$ cat config.mk
export PLATFORM = sky130hd
export DESIGN_NAME = spm_seq_mult_flat
export DESIGN_NICKNAME = d
export VERILOG_FILES = /design/src/rtl/spm_seq_mult_if.sv /design/src/rtl/spm_seq_mult.sv /design/src/flat_wrapper.sv
export SDC_FILE = /design/constraint.sdc
export NUM_CORES = 1
export LEC_CHECK = 0
export BUFFER_PORTS_ARGS = -buffer_cell sky130_fd_sc_hd__buf_2
export CORE_MARGIN = 10
export CORE_UTILIZATION = 45
export DETAILED_ROUTE_END_ITERATION = 8
export GPL_ROUTABILITY_DRIVEN = 1
export PLACE_DENSITY_LB_ADDON = 0.3
export SYNTH_ARGS = -nofsm -noshare
export SYNTH_HDL_FRONTEND = slang
export SYNTH_SLANG_ARGS = --single-unit
$ cat constraint.sdc
create_clock -name clk -period 4.3 [get_ports clk]
set_clock_uncertainty 0.1 [all_clocks]
set_input_delay 0.86 -clock clk [delete_from_list [all_inputs] [get_ports clk]]
set_output_delay 0.86 -clock clk [all_outputs]
set_load 0.005 [all_outputs]
$ cat src/rtl/spm_seq_mult_if.sv
// Operand/handshake and serial/parallel product bundle for the serial-parallel multiplier.
// The master drives start and the operands; the slave returns the status and product signals.
interface spm_seq_mult_if #(
   parameter int WIDTH = 8
) ();
   logic               start;
   logic [WIDTH-1:0]   mc;
   logic [WIDTH-1:0]   mp;
   logic               busy;
   logic               p_bit;
   logic               p_valid;
   logic               done;
   logic [2*WIDTH-1:0] prod;

   modport master (
      output start, mc, mp,
      input  busy, p_bit, p_valid, done, prod
   );

   modport slave (
      input  start, mc, mp,
      output busy, p_bit, p_valid, done, prod
   );
endinterface

$ cat src/rtl/spm_seq_mult.sv
// Serial-parallel carry-save multiplier: product bits stream out LSB first, one per cycle, for 2*WIDTH cycles.
// Start-to-done is 2*WIDTH cycles; start is ignored while busy, and is accepted again in the done cycle.
module spm_seq_mult #(
   parameter int WIDTH = 8
) (
   input  logic         clk,
   input  logic         rst,
   spm_seq_mult_if.slave bus
);
   localparam int PW = 2 * WIDTH;
   localparam int CW = $clog2(PW);
   localparam logic [CW-1:0] LAST = CW'(PW - 1);

   typedef enum logic {IDLE = 1'b0, RUN = 1'b1} state_t;

   state_t           state_q;
   logic [WIDTH-1:0] mc_q, mp_q, sum_q, car_q;
   logic [PW-1:0]    sr_q, prod_q;
   logic [CW-1:0]    cnt_q;
   logic             p_bit_q, p_valid_q, done_q;

   logic             accept, ybit, last;
   logic [WIDTH-1:0] mc_src, sum_src, car_src, sum_d, car_d;
   logic [WIDTH:0]   sum_ext;
   logic [1:0]       t;
   logic [CW-1:0]    idx;
   logic [PW-1:0]    sr_d;

   // The accepting edge already performs step 0 on the fresh operands and a
   // cleared chain, so back-to-back multiplies stream without a bubble.
   always_comb begin
      accept  = (state_q == IDLE) && bus.start;
      last    = (state_q == RUN) && (cnt_q == LAST);
      mc_src  = accept ? bus.mc : mc_q;
      ybit    = accept ? bus.mp[0] : mp_q[0];
      sum_src = accept ? '0 : sum_q;
      car_src = accept ? '0 : car_q;
      sum_ext = {1'b0, sum_src};
      sum_d   = '0;
      car_d   = '0;
      t       = '0;
      for (int i = 0; i < WIDTH; i++) begin
         t        = {1'b0, mc_src[i] & ybit} + {1'b0, car_src[i]} + {1'b0, sum_ext[i+1]};
         sum_d[i] = t[0];
         car_d[i] = t[1];
      end
      idx       = accept ? '0 : cnt_q;
      sr_d      = accept ? '0 : sr_q;
      sr_d[idx] = sum_d[0];
   end

   always_ff @(posedge clk or posedge rst) begin
      if (rst) begin
         state_q   <= IDLE;
         mc_q      <= '0;
         mp_q      <= '0;
         sum_q     <= '0;
         car_q     <= '0;
         sr_q      <= '0;
         prod_q    <= '0;
         cnt_q     <= '0;
         p_bit_q   <= 1'b0;
         p_valid_q <= 1'b0;
         done_q    <= 1'b0;
      end else begin
         case (state_q)
            IDLE: begin
               done_q <= 1'b0;
               if (accept) begin
                  mc_q      <= bus.mc;
                  mp_q      <= bus.mp >> 1;
                  sum_q     <= sum_d;
                  car_q     <= car_d;
                  sr_q      <= sr_d;
                  cnt_q     <= CW'(1);
                  p_bit_q   <= sum_d[0];
                  p_valid_q <= 1'b1;
                  state_q   <= RUN;
               end else begin
                  p_bit_q   <= 1'b0;
                  p_valid_q <= 1'b0;
               end
            end
            RUN: begin
               mp_q      <= mp_q >> 1;
               sum_q     <= sum_d;
               car_q     <= car_d;
               sr_q      <= sr_d;
               p_bit_q   <= sum_d[0];
               p_valid_q <= 1'b1;
               if (last) begin
                  prod_q  <= sr_d;
                  done_q  <= 1'b1;
                  cnt_q   <= '0;
                  state_q <= IDLE;
               end else begin
                  cnt_q   <= cnt_q + CW'(1);
               end
            end
            default: state_q <= IDLE;
         endcase
      end
   end

   assign bus.busy    = (state_q == RUN);
   assign bus.p_bit   = p_bit_q;
   assign bus.p_valid = p_valid_q;
   assign bus.done    = done_q;
   assign bus.prod    = prod_q;
endmodule
$ cat src/flat_wrapper.sv
// flat-port wrapper written by rule: the top's interface ports become plain ports
module spm_seq_mult_flat 
#(
   parameter int WIDTH = 8
)
  (clk, rst, bus_start, bus_mc, bus_mp, bus_busy, bus_p_bit, bus_p_valid, bus_done, bus_prod);
  spm_seq_mult_if #(.WIDTH(WIDTH)) bus_i ();
  input  logic clk;
  input  logic rst;
  input wire logic [$bits(bus_i.start)-1:0] bus_start;
  input wire logic [$bits(bus_i.mc)-1:0] bus_mc;
  input wire logic [$bits(bus_i.mp)-1:0] bus_mp;
  output wire logic [$bits(bus_i.busy)-1:0] bus_busy;
  output wire logic [$bits(bus_i.p_bit)-1:0] bus_p_bit;
  output wire logic [$bits(bus_i.p_valid)-1:0] bus_p_valid;
  output wire logic [$bits(bus_i.done)-1:0] bus_done;
  output wire logic [$bits(bus_i.prod)-1:0] bus_prod;
  assign bus_i.start = bus_start;
  assign bus_i.mc = bus_mc;
  assign bus_i.mp = bus_mp;
  assign bus_busy = bus_i.busy;
  assign bus_p_bit = bus_i.p_bit;
  assign bus_p_valid = bus_i.p_valid;
  assign bus_done = bus_i.done;
  assign bus_prod = bus_i.prod;
  spm_seq_mult #(.WIDTH(WIDTH)) u_core (.clk(clk), .rst(rst), .bus(bus_i));
endmodule
# Yosys cells after proc, flatten, opt, wreduce, memory -nomap -nowiden
# Cells that the tools add are included.
dict set report word_totals {
  reg_bits 72
  inputBits 19
  out_inout_bits 20
  elab_cells 73
}
dict set report classes {
  n_addsub 16
  order_cmp 2
  eq_ne 3
  n_mux 28
  n_bitwise 9
  n_reduce_logical 4
}
# op count
set ops {}
lappend ops {{$mux 8} 6}
lappend ops {{$pmux 8 s2} 3}
lappend ops {{$mux 16} 2}
lappend ops {{$pmux 16 s2} 1}
lappend ops {{$add 1x1->2} 8}
lappend ops {{$bwmux 16} 1}
lappend ops {{$add 2x1->2} 7}
lappend ops {{$mux 4} 3}
lappend ops {{$and 1x1->1} 8}
lappend ops {{$pmux 1 s2} 4}
lappend ops {{$pmux 4 s2} 1}
lappend ops {{$mux 1} 6}
lappend ops {{$lt 4x5->1 const B} 1}
lappend ops {{$add 4x1->4 const B} 1}
lappend ops {{$demux 1 s4} 1}
lappend ops {{$eq 4x4->1 const B} 1}
lappend ops {{$ge 4x1->1 const B} 1}
lappend ops {{$logic_and 1x1->1} 3}
lappend ops {{$ne 2x1->1 const B} 1}
lappend ops {{$ne 2x2->1 const B} 1}
lappend ops {{$reduce_and 2->1} 1}
lappend ops {{$not 1->1} 1}

# Depth between registers and ports, before layout
# Gate-level depths: netlist (run 1).
dict set report logic_depth {
  ltp_word 10
  ltp_mapped 10
  mapped_depth_nobuf 7
}

# Worst setup path before layout (run 1)
# No wires, ideal clock.
dict set report synth_path {
  path_type {input-to-reg}
  from {in bus_start}
  to {reg u_core.sr_q[12]}
  setup_ns 0.126
  arrival_ns 2.738
  required_ns 4.074
  path_slack_ns 1.336
  path_stages 9
  path_buffers 4
  path_cell_list {nand2b_1 buf_6 buf_2 a31oi_1 fa_1 clkbuf_1 clkbuf_1 nor2_1 a221o_1}
}
dict set report synth_between {
  elab_chain_len 9
}
# element line_no
set synth_rtl {}
lappend synth_rtl {{start, declared} flat_wrapper.sv:10} ;# input wire logic [$bits(bus_i.start)-1:0] bus_start;
lappend synth_rtl {{$logic_and 1x1->1 *} spm_seq_mult.sv:32} ;# accept = (state_q == IDLE) && bus.start;
lappend synth_rtl {{$mux 4} spm_seq_mult.sv:47} ;# idx = accept ? '0 : cnt_q;
lappend synth_rtl {{$lt 4x5->1 (not written as such) / $ge 4x1->1 (equally long branches)} spm_seq_mult.sv:49} ;# sr_d[idx] = sum_d[0];
lappend synth_rtl {{$logic_and 1x1->1 (not written as such)} spm_seq_mult.sv:49}
lappend synth_rtl {{$mux 1 (not written as such)} spm_seq_mult.sv:49}
lappend synth_rtl {{$demux 1 s4} --}
lappend synth_rtl {{$bwmux 16} spm_seq_mult.sv:49}
lappend synth_rtl {{$mux 16} spm_seq_mult.sv:69} ;# if (accept) begin
lappend synth_rtl {{$pmux 16 s2} spm_seq_mult.sv:66} ;# case (state_q)
lappend synth_rtl {{end signal, assigned} spm_seq_mult.sv:74} ;# sr_q <= sr_d;
lappend synth_rtl {{end signal, assigned} spm_seq_mult.sv:88} ;# sr_q <= sr_d;
lappend synth_rtl {{end, declared} spm_seq_mult.sv:18} ;# logic [PW-1:0] sr_q, prod_q;
# Every way passes the cells marked *; elsewhere a longest branch is shown, timed or not. The select of a mux whose other input is x is not followed.
# A chain may end at the register's enable or synchronous reset.

# Final worst setup path (run 1)
dict set report layout_path {
  from {in bus_start}
  to {reg u_core.sr_q[4]}
}
# The elaborated chain is that of the path after synthesis.

==> results.ini, run 1 <==
[setup_path]
cp.required_ns = 4.43
cpPeakStageDelay_ns = 0.97
crit_type = in -> reg
crit_family = adder cells
path_buf_inv = 1
arrival_ns = 3.23
endpoint_kind = register
rrSetupSlack_ns = 1.39
cp-start-kind = primary input
crit_slowest_cell = fa_1
cp_max_fo = 17
crit_chain = buf_2, nor2b_1, and3_1, a31oi_1, fa_1, nand2b_1, o21ai_0, a311o_1

[floorplan]
die_h_um = 107
coreArea_mm2 = 0.00733
pin_count = 39
start_util_pct = 46.8
dieWidth_um = 107
fp.dieArea_mm2 = 0.0115
rows = 31

[drt]
drt_first_iter_violations = 147
drt-total-wl_mm = 7.02
ant_nets = 0
routedWlPerCell_um = 14.8
num_vias = 2489
vias_per_cell = 5.24
drtPass1Iterations = 4
route.detailed.drc = 0

[clocking]
cts_resized = 0
cts.clk_slew.worst_paths_ns = 0.07
cts_tree = built
post_cts.repair.setup_buffers = 0
clk_path_buf_depth = 2
clkLatencyLatePin_ns = 0.34
holdBufCountCts = 0
cts-root-buf = clkbuf_8
cts_buffers = 9
clkSinkCount = 70
h-tree-depth = 3

[sta]
fin_tns_setup_ns = 0
setup_viol = 0
finalWorstSetupSlack_ns = 1.19
final_max_slew_viol_count = 0
slew_headroom_pct = 33.5
fin_crit_ns = 3.11
rsz0062_at_grt = no
holdWs_ns = 0.363
worst_pin_slew_ns = 0.994
fmax_mhz = 322
hold_violations = 0
fin_crit_sh_pct = 72.2

[yosys]
yosys_register_bits = 70
seq_area_frac_synth_pct = 51.1
yosys_warnings = 0
ys.flop_type = dfrtp_1
syn_avg_cell_area_um2 = 10.0
syn_inst = 342
yosys-top-cells-area = dfrtp_1 (51%), nand2_1 (7.9%), mux2_2 (4.9%)
yosys-top-cells-count = nand2_1 (72), dfrtp_1 (70), o21ai_0 (23), nand3_1 (20)
synth_async_sr_flop_share_pct = 100
synth.distinct_cells = 43
synth_edf_count = 0
synth.most_common_cell = nand2_1
synth_area_leader_cell = dfrtp_1
synth_top_cell_area_share_pct = 51.1
synth_area_mm2 = 0.00343
synth_fp_nets = 370

[grt]
grt_pass1_wl_mm = 12.2
grt_pass1_vias = 2548
gr-total-overflow = 0
grtUsageTotal_pct = 13.1
antenna_found_initial = 0
grt_max_degree = 45

[placement]
gp_congestion = 0.798
place_area_mm2 = 0.00366
pre_cts_slack_ns = 0.844
port_buffers = 38
hpwl_mm = 4.70

[power]
p_int_mw = 1.62
power_density_mw_per_mm2 = 664
seqPwrFrac_pct = 43.2
clkPwrFrac_pct = 21.0
power_frac_comb_pct = 35.7
peakVddDrop_uv = 324
leakage_nw = 1.97
switchingPower_uw = 950
p_sw_share_pct = 37.0

[job]
max_cap_violations = 0

[status]
status = completed

[hold_path]
hp-class = reg -> reg

[cells_and_area]
area_growth_pct = 12.6
drive_above_1_share_pct = 22.1
fin_nets = 399
nFillCells = 638
finalCoreUtilization_pct = 52.7
final_cell_area_mm2 = 0.00386
antennaDiodeCount = 0

## tightest hold or removal path, delay by kind of cell, from the launching register on
kind / cells / cell delay, ns
flops: 1 / 0.34
simple gates: 2 / 0.09
## routing by layer
metal | up-vias | wire [µm] | global-route usage [%] | share of wire [%]
met1 | 1205 | 3440 | 17.4 | 49
met5 | - | 0 | 0 | 0
li1 | 1229 | - | - | -
met2 | 47 | 3140 | 19.4 | 45
met4 | 0 | 104 | 6.00 | 1.5
met3 | 8 | 337 | 3.41 | 4.8
## sequential cells by signal, indices dropped and copies added (netlist names)
name and cells:
u_core.sum_q 7, u_core.bus.busy 1, u_core.car_q 8, u_core.bus.p_bit 1
u_core.bus.prod 16, u_core.bus.done 1, u_core.cnt_q 4, u_core.mc_q 8
u_core.sr_q 16, u_core.bus.p_valid 1, u_core.mp_q 7
## metrics by stage
step           std cells  power [mW]
2_1_floorplan        342        1.78
3_3_place_gp         459        2.00
3_5_place_dp         459        2.05
4_1_cts              475        2.60
5_1_grt              475        2.79
6_report             475        2.57
## path summary, 6_finish.rpt
path,startpoint,endpoint,cells past startpoint
worst max register to register,u_core.bus.busy,u_core.sr_q[4],8
worst min register to register,u_core.bus.prod[0],u_core.bus.prod[0],2
min in group asynchronous,rst,u_core.bus.prod[4],2
max in group asynchronous,rst,u_core.bus.prod[6],3
worst min-delay path,u_core.bus.prod[0],u_core.bus.prod[0],2
worst max-delay path,bus_start,u_core.sr_q[4],8
## placed cells by master, fill, tap and decap left out, types with 2 or more instances in the layout
master	synthesis	routed
inv_1	4	3
a31oi_1	6	6
and2_1	13	13
a31o_2	4	4
ha_1	2	2
nand4b_1	3	3
dfrtp_1	70	70
nor2_1	13	13
inv_2	1	2
buf_4	1	5
o22ai_1	2	2
a41o_1	3	3
nand2_1	72	72
nand2b_1	4	4
a21o_1	3	3
a311o_1	2	2
o21ai_0	23	23
nand3_1	20	20
nand3_2	2	2
clkinv_2	0	3
fa_1	7	7
a21oi_1	12	12
nor2b_1	3	3
buf_2	11	38
mux2i_1	15	15
and3_1	3	3
clkbuf_8	0	11
mux2_2	15	15
nand4_1	2	2
## logic make-up (layout without fill, tap and decap cells)
family                   count (synthesis)  in the layout  synth area share (%)
AO/OA/AOI/OAI                           61             61                  11.2
XOR/XNOR                                 1              1                 0.255
adder cells (fa/ha/maj)                  9              9                  4.81
buffers and inverters                   31             65                  4.12
flip-flops                              70             70                  51.1
multiplexers                            30             30                  9.30
AND/OR/NAND/NOR                        140            140                  19.3
## cell type report
class | count | area (µm²) | area share [%]
sequential | 70 | 1750 | 45.3
multi-input combinational | 241 | 1540 | 39.8
timing repair buffer | 43 | 228 | 5.89
clock buffer | 12 | 155 | 4.02
tap | 99 | 124 | 3.21
clock inverter | 4 | 45.0 | 1.17
inverter | 6 | 22.5 | 0.583
## power by group through the flow
stage	clock network, mW	registers [mW]	logic (mW)
after detailed placement	0	1.12	0.933
after global placement	0	1.11	0.897
after floorplan	0	1.04	0.739
after CTS	0.555	1.11	0.936
after global routing	0.580	1.14	1.06
final	0.539	1.11	0.917
Note: power is estimated with default switching activity, not from simulation.
==> run 2: changes to the inputs <==
==> constraint.sdc (replaced) <==
create_clock -name clk -period 2.8 [get_ports clk]
set_clock_uncertainty 0.1 [all_clocks]
set_input_delay 0.56 -clock clk [delete_from_list [all_inputs] [get_ports clk]]
set_output_delay 0.56 -clock clk [all_outputs]
set_load 0.005 [all_outputs]
==> results.ini, run 2 (synthesized netlist as in run 1, its figures left out) <==
[status]
status = completed

[floorplan]
coreArea_mm2 = 0.00733  ; unchanged
rows = 31  ; unchanged
pin_count = 39  ; unchanged
fp.dieArea_mm2 = 0.0115  ; unchanged
dieWidth_um = 107  ; unchanged
start_util_pct = 46.8  ; unchanged
die_h_um = 107  ; unchanged

[placement]
gp_congestion = 0.777  ; -2.7%
port_buffers = 38  ; unchanged
hpwl_mm = 4.67  ; -0.74%
pre_cts_slack_ns = 0.194  ; -0.650 ns

[sta]
fin_tns_setup_ns = 0  ; unchanged
finalWorstSetupSlack_ns = 0.488  ; -0.706 ns
final_max_slew_viol_count = 0  ; unchanged
fmax_mhz = 433
setup_viol = 0  ; unchanged
fin_crit_ns = 2.31
worst_pin_slew_ns = 0.549  ; -0.445 ns
hold_violations = 0  ; unchanged
slew_headroom_pct = 63.3  ; +30 points
fin_crit_sh_pct = 82.6
rsz0062_at_grt = no
holdWs_ns = 0.191  ; -0.172 ns

[setup_path]
crit_type = reg -> reg
crit_chain = nand2b_1, a31oi_1, fa_1, buf_4, a41o_1, o21ai_0
rrSetupSlack_ns = 0.49  ; -0.90 ns
r2r_end = u_core.bus.prod[11]
endpoint_kind = register
r2r_start = u_core.bus.busy
cpPeakStageDelay_ns = 0.53  ; -0.44 ns
cp-start-kind = register
crit_slowest_cell = fa_1
arrival_ns = 2.45  ; -0.78 ns
cp_max_fo = 10  ; -7
cp.required_ns = 2.94  ; -1.49 ns
r2r.worst_path.cells = 6  ; -2

[power]
leakage_nw = 2.00  ; +1.8%
p_int_mw = 2.52  ; +56%
clkPwrFrac_pct = 20.8  ; -0.2 points
power_frac_comb_pct = 36.4  ; +0.7 points
peakVddDrop_uv = 474  ; +47%
power_density_mw_per_mm2 = 1010  ; +52%
switchingPower_mw = 1.44  ; +51%
p_sw_share_pct = 36.3  ; -0.68 points
seqPwrFrac_pct = 42.8  ; -0.4 points

[drt]
ant_nets = 0  ; unchanged
num_vias = 2481  ; -0.32%
vias_per_cell = 5.15  ; -1.8%
routedWlPerCell_um = 14.2  ; -4.2%
drt-total-wl_mm = 6.83  ; -2.8%
drtPass1Iterations = 4  ; unchanged
drt_first_iter_violations = 146  ; -0.68%
route.detailed.drc = 0  ; unchanged

[job]
max_cap_violations = 0  ; unchanged

[clocking]
holdBufCountCts = 0  ; unchanged
cts.clk_slew.worst_paths_ns = 0.07  ; about the same
cts_buffers = 9  ; unchanged
clkSinkCount = 70  ; unchanged
clk_path_buf_depth = 2  ; unchanged
cts_tree = built
cts_resized = 0  ; unchanged
post_cts.repair.setup_buffers = 0  ; unchanged
h-tree-depth = 3  ; unchanged
clkLatencyLatePin_ns = 0.34  ; about the same
cts-root-buf = clkbuf_8

[grt]
antenna_found_initial = 0  ; unchanged
grtUsageTotal_pct = 12.6  ; -0.44 points
grt_pass1_wl_mm = 11.9  ; -3.1%
grt_pass1_vias = 2438  ; -4.3%
gr-total-overflow = 0  ; unchanged
grt_max_degree = 71  ; +58%

[cells_and_area]
fin_nets = 406  ; +1.8%
area_growth_pct = 14.5
mostFrequentLayoutCells = nand2_1 (72), dfrtp_1 (70), buf_2 (38)
nFillCells = 678  ; +6.3%
seq_area_mm2 = 0.00175  ; unchanged
multi_input_area_mm2 = 0.00154  ; unchanged
antennaDiodeCount = 0  ; unchanged
drive_above_1_share_pct = 23.5  ; +1.4 points
mostFrequentLayoutCell = nand2_1

[hold_path]
hp-class = in -> async

-- run 2: cell count changes in the layout (fill, tap and decap cells not counted), sizes merged --
cell / before / now
buf: 43 / 50
-- run 2: cell type report --
type	instances	area share, %
clock inverter	4	1.15
multi-input combinational	241	39.1
tap	99	3.15
clock buffer	12	3.95
timing repair buffer	50	7.45
inverter	6	0.573
sequential	70	44.6
-- run 2: metrics by stage --
| step | instance area [µm²] | instances | utilization, % | total power [mW] |
|---|---|---|---|---|
| finish | 3930 | 482 | 53.6 | 3.96 |
| global route | 3930 | 482 | 53.6 | 4.31 |
| CTS | 3930 | 482 | 53.6 | 4.02 |
| detailed placement | 3730 | 466 | 50.9 | 3.18 |
| global placement | 3730 | 466 | 50.9 | 3.11 |
| floorplan | 3430 | 342 | - | 2.74 |
-- run 2: routing by layer --
metal	share of wire [%]	routed length, µm	GRT usage (%)
met5	0	0	0
met4	1.7	114	5.32
met3	5.4	366	3.83
met2	44	3020	18.2
met1	49	3330	17.2
-- run 2: critical path: cells and delay by family (launching register included) --
| family | cells | cell delay (ns) |
|---|---|---|
| buffers and inverters | 1 | 0.23 |
| and+or+nand+nor | 1 | 0.26 |
| AOI/OAI and AO/OA | 3 | 0.69 |
| DFF | 1 | 0.40 |
| adders and majority gates | 1 | 0.53 |
-- run 2: worst max path at each step --
stage               startpoint                  end
2_1_floorplan        bus_start      u_core.sr_q[12]
3_3_place_gp         bus_start       u_core.sr_q[4]
6_report       u_core.bus.busy  u_core.bus.prod[11]
4_1_cts        u_core.bus.busy  u_core.bus.prod[11]
5_1_grt        u_core.bus.busy       u_core.sr_q[4]
3_5_place_dp         bus_start  u_core.bus.prod[11]
-- run 2: power groups by stage --
stage | sequential [mW] | combinational [mW] | clock, mW
3_3_place_gp | 1.70 | 1.42 | 0
2_1_floorplan | 1.60 | 1.13 | 0
6_report | 1.70 | 1.44 | 0.822
3_5_place_dp | 1.72 | 1.47 | 0
4_1_cts | 1.70 | 1.47 | 0.847
5_1_grt | 1.76 | 1.65 | 0.897
